--- config.mk ---
export PLATFORM = sky130hd
export DESIGN_NAME = barrel_fetch_unit
export DESIGN_NICKNAME = d
export VERILOG_FILES = /design/src/rtl/riscv_pkg.sv /design/src/rtl/thread_slot_counter.sv /design/src/rtl/barrel_fetch_unit.sv
export SDC_FILE = /design/constraint.sdc
export NUM_CORES = 1
export LEC_CHECK = 0
export CORE_ASPECT_RATIO = 1.4
export CORE_UTILIZATION = 45
export DETAILED_ROUTE_END_ITERATION = 7
export PLACE_DENSITY = 0.73
export SYNTH_ARGS = -nofsm -noshare
export SYNTH_HDL_FRONTEND = slang
export SYNTH_SLANG_ARGS = --single-unit
--- constraint.sdc ---
create_clock -name clk -period 8.3 [get_ports clk]
set_input_delay 1.66 -clock clk [delete_from_list [all_inputs] [get_ports clk]]
set_output_delay 1.66 -clock clk [all_outputs]
set_load 0.005 [all_outputs]
--- src/rtl/riscv_pkg.sv ---
// riscv_pkg: shared types and constants for the barrel RISC-V core.
package riscv_pkg;
    localparam int NUM_THREADS = 16;
    localparam int ADDR_WIDTH = 10;
    localparam int PC_WIDTH = ADDR_WIDTH + 2;
    localparam int TID_WIDTH = $clog2(NUM_THREADS);
    localparam logic [PC_WIDTH-1:0] STARTUP_ADDR = 12'h000;
    typedef logic [TID_WIDTH-1:0] tid_t;
    typedef logic [PC_WIDTH-1:0] pc_t;
    typedef struct packed {
        logic valid;
        tid_t tid;
        pc_t  pc;
    } fetch_bundle_t;
endpackage

--- src/rtl/thread_slot_counter.sv ---
// thread_slot_counter: modulo-N slot counter with enable and sync active-low reset.
module thread_slot_counter #(
    parameter int N = 16,
    parameter int W = $clog2(N)
) (
    input  logic         clk,
    input  logic         reset_n,
    input  logic         en,
    output logic [W-1:0] count
);
    always_ff @(posedge clk) begin
        if (!reset_n) count <= '0;
        else if (en) count <= (count == W'(N - 1)) ? '0 : count + 1'b1;
    end
endmodule

--- src/rtl/barrel_fetch_unit.sv ---
// barrel_fetch_unit: round-robin thread fetch with per-thread PCs, aligned to 1-cycle BRAM read.
module barrel_fetch_unit
    import riscv_pkg::*;
(
    input  logic                   clk,
    input  logic                   reset_n,
    input  logic                   run_en,
    input  logic [NUM_THREADS-1:0] thread_en,
    input  logic                   redirect_valid,
    input  tid_t                   redirect_tid,
    input  pc_t                    redirect_pc,
    output logic [ADDR_WIDTH-1:0]  imem_addr,
    output logic                   imem_en,
    output logic                   fetch_valid,
    output tid_t                   fetch_tid,
    output pc_t                    fetch_pc
);
    localparam pc_t START_PC = STARTUP_ADDR & ~pc_t'(3);
    pc_t pc [NUM_THREADS];
    tid_t tid_q;
    pc_t cur_pc, new_pc;
    logic issue;
    fetch_bundle_t s1, s2;
    thread_slot_counter #(.N(NUM_THREADS)) u_slot (
        .clk(clk),
        .reset_n(reset_n),
        .en(run_en),
        .count(tid_q)
    );
    assign cur_pc = pc[tid_q];
    assign new_pc = redirect_pc & ~pc_t'(3);
    // a redirect to the current slot turns it into a bubble so the stale PC is never fetched
    assign issue = run_en & thread_en[tid_q] & ~(redirect_valid & (redirect_tid == tid_q));
    always_ff @(posedge clk) begin
        if (!reset_n) begin
            for (int t = 0; t < NUM_THREADS; t++) pc[t] <= START_PC;
            imem_addr <= '0;
            imem_en <= 1'b0;
            s1 <= '0;
            s2 <= '0;
        end else begin
            imem_addr <= cur_pc[PC_WIDTH-1:2];
            imem_en <= issue;
            s1 <= '{valid: issue, tid: tid_q, pc: cur_pc};
            s2 <= s1;
            if (issue) pc[tid_q] <= cur_pc + pc_t'(4);
            if (redirect_valid) pc[redirect_tid] <= new_pc;
        end
    end
    assign fetch_valid = s2.valid;
    assign fetch_tid = s2.tid;
    assign fetch_pc = s2.pc;
endmodule

==> impl_results.md <==
- Ranking of synthesized cells by instance count: sky130_fd_sc_hd__edfxtp_1 (160), sky130_fd_sc_hd__a22o_1 (128), sky130_fd_sc_hd__nor2_1 (89)
- Final cycle utilization of the critical path: 49.7%
- Combinational family with the most area after synthesis: compound AO/OA/AOI/OAI gates
- Detailed-route via count: 7894
- Post-route minimum period: 4.13 ns
- Synthesized area per cell: 12.9 um^2
- Metal1 wirelength: 10700 um
- Clk sinks: 234
- Length in cells of the worst reg-to-reg path: 9
- Total Neg Setup Slack: 0 ns
- Cell with the largest stage delay on the worst path: sky130_fd_sc_hd__xor2_2
- Type of element launching the critical path: flip-flop
- Fraction of post-synthesis cell area in the top cell type by area: 41.5%
- Worst path setup slack after routing: 4.17 ns
- Worst-path cell chain: buf_4 -> mux4_1 -> a22oi_1 -> nand2_2 -> ha_1 -> nand2_1 -> nor3b_2 -> xor2_2 -> a22o_1
- Largest vdd supply drop: 0.145 mV
- CTS H-Tree Depth: 1
- TritonCTS clock tree: yes
- Warning count from the yosys run: 0
- Number of placement rows: 69
- Delay of the slowest cell on the worst path: 0.71 ns
- Leakage: 4.44 nW
- Fraction of the mapped netlist area in simple logic gates: 12.5%
- Core Area: 25400 um^2
- Most numerous cell in the Yosys netlist: sky130_fd_sc_hd__edfxtp_1
- Placer Congestion: 0.838
- Clock latency of the later-clocked register in the worst-skew pair: 0.53 ns
- Initial core utilization: 45.7%
- Outcome: complete, no violations
- Multiplexer fraction of the synthesized cell area: 11.1%
- Global-route wire length before repair: 44700 um
- Min-delay worst type: reg2reg
- Antenna Cells: 0
- Post-route DRC: 0
- Final hold slack: 0.434 ns
- Crit end category: flip-flop
- Num CTS Buffers: 24
- Via density per instance: 6.34
- Maximum count of clock buffers along a single path: 3
- Cells taking the most area after synthesis: sky130_fd_sc_hd__edfxtp_1 (41%), sky130_fd_sc_hd__dfxtp_1 (13%), sky130_fd_sc_hd__a22o_1 (9.7%)
- WHS Path Cells: 1
- Final Skew: 0.0205 ns
- Synthesis-stage register bit count: 234
- Main flop type after synthesis: sky130_fd_sc_hd__edfxtp_1
- Number of nets with antenna violations after routing: 0
- Number of hold-repair buffers added at the cts stage: 0
- Mapped Cells: 896
- Die span in x: 138 um
- Sequential share of the synthesized area: 54.2%
- Synth Net Count: 937
- Pwr dens: 203 nW/um^2
- Resized cells post-CTS: 0
- Worst-path maximum fanout: 33
- Max-slew violation total from the final report: 0
- Max layer used: met4
- Instance count after placement with tap cells included: 1201
- Tightest slew margin relative to the limit: 25.0%
- Max-cap viol count: 0
- Summed instance area of the synthesized netlist: 11600 um^2
- Count of final setup violators: 0
- Die height: 192 um
- Share of post-route cells with drive strength above 1: 18.1%
- Compound-gate portion of the synthesized area: 15.5%
- Full die area: 26400 um^2
- Proportion of synthesized flip-flops having asynchronous set or reset: 0%
- Unique masters post-synth: 51
- Num ports: 64
- Final routed wire length divided by cell count: 23.4 um
- Share of the synthesized netlist area taken by xor and xnor gates: 1.44%
- Total half-perimeter wirelength after legalization and detailed placement: 19100 um
- Net count of the finished layout: 949
- Setup repair after global routing missed its margin: false
- Amount of wire on met2 after detailed routing: 15300 um
- Root buffer cell: sky130_fd_sc_hd__clkbuf_16
- Iter 0 DRT Violations: 671
- Critical setup path kind: reg2reg
- PnR Total Power: 2.64 mW
- Worst setup timing slack at the placement stage: 3.71 ns
- Data required time of the worst path: 8.68 ns
- Count of port buffers added during placement: 61
- Number of endpoints with negative hold slack in the final report: 0
- Largest net degree at the start of global routing: 49
- Relative area change from synthesis to final layout: 12.2%
- EDFF count, synth: 160
- Arithmetic-cell share of the synthesized area counting full adders, half adders and majority gates: 0.540%
- DR pass1 iterations: 5
- Largest area contributor in the synthesized netlist: sky130_fd_sc_hd__edfxtp_1
- Clock-pin transition on the worst setup and hold timing paths: 0.06 ns
- Final WL: 29100 um
- Final Util: 51.2%
- Post-place instance area: 12200 um^2
- Post-route cell area: 13000 um^2
- GRT Resource Usage Total: 22.7%
- Antenna violations before repair: 0
- Finished Layout Cells: 1245
- Sum of overflow across all layers after global routing: 0
- Number of global-route vias before repair: 7984
- Filler Cells Inserted: 2175
- Achievable Freq: 242 MHz
- WP data arrival: 4.51 ns
- Worst Tran Pin Value: 1.12 ns
- Routed length on met3: 1800 um
- Setup fix buffers added after clock tree synthesis: 0
==> layout by cell type (no fill, tap or decap), types with 16 or more instances in the layout <==
| cell | instances |
|---|---|
| sky130_fd_sc_hd__nand3b_1 | 16 |
| sky130_fd_sc_hd__clkdlybuf4s50_1 | 60 |
| sky130_fd_sc_hd__mux4_2 | 44 |
| sky130_fd_sc_hd__buf_4 | 22 |
| sky130_fd_sc_hd__dfxtp_1 | 72 |
| sky130_fd_sc_hd__a22o_1 | 128 |
| sky130_fd_sc_hd__o21ai_0 | 18 |
| sky130_fd_sc_hd__nand2_1 | 47 |
| sky130_fd_sc_hd__edfxtp_1 | 160 |
| sky130_fd_sc_hd__nand4_1 | 18 |
| sky130_fd_sc_hd__and2_1 | 23 |
| sky130_fd_sc_hd__clkbuf_16 | 25 |
| sky130_fd_sc_hd__nor2_1 | 89 |
| sky130_fd_sc_hd__a31oi_1 | 32 |
==> registers in the layout, summed over array words and instances, names as in the netlist, named ones only <==
register	cells
fetch_tid	4
fetch_valid	1
pc	192
u_slot.count	4
imem_en	1
imem_addr	10
fetch_pc	12
s1	6
==> where the power goes <==
group / internal (mW) / switching (mW) / leakage, nW
combinational: 0.100 / 0.172 / 1.89
clock: 0.603 / 0.449 / 0.374
sequential: 1.30 / 0.0200 / 2.18
total: 2.00 / 0.642 / 4.44
==> path summary, 6_finish.rpt <==
path / start / endpoint / slack, ns
worst max-delay path: flip-flop / pc[1][8] / 4.17
worst min-delay path: s1[14] / fetch_tid[2] / 0.43
worst max register to register: flip-flop / pc[1][8] / 4.17
worst min register to register: s1[14] / fetch_tid[2] / 0.43
==> worst max-delay path: cells and delay by family (launching register included) <==
| kind | cells | cell delay, ns |
|---|---|---|
| adders and majority gates | 1 | 0.36 |
| buffers and inverters | 1 | 0.65 |
| muxes | 1 | 0.65 |
| and+or+nand+nor | 3 | 0.53 |
| AOI/OAI and AO/OA | 2 | 0.47 |
| xor gates and xnor gates | 1 | 0.71 |
| DFF | 1 | 0.57 |
==> routing by layer <==
layer / global-route usage [%] / vias up
met4: 10.9 / 0
met3: 2.32 / 84
met1: 27.1 / 3940
li1: - / 3495
met2: 40.5 / 375
met5: 0 / -
==> kinds of logic (layout without fill, tap and decap cells) <==
group	Yosys count	in the layout
fa+ha+maj	5	5
flops	234	234
mux	59	59
xor+xnor	13	13
simple gates	258	258
buf+inv	100	130
compound gates	227	227
==> cell type report <==
| class | count | area (um^2) | share of cell area, % |
|---|---|---|---|
| flip-flops and latches | 234 | 6290 | 48.4 |
| multi-input cells | 562 | 4760 | 36.6 |
| repair buffers | 83 | 771 | 5.93 |
| clock buffers | 32 | 672 | 5.17 |
| well taps | 319 | 399 | 3.07 |
| clock inverters | 12 | 97.6 | 0.751 |
| inverters | 3 | 11.3 | 0.0866 |
No activity file was read; power rests on OpenSTA's default activity.
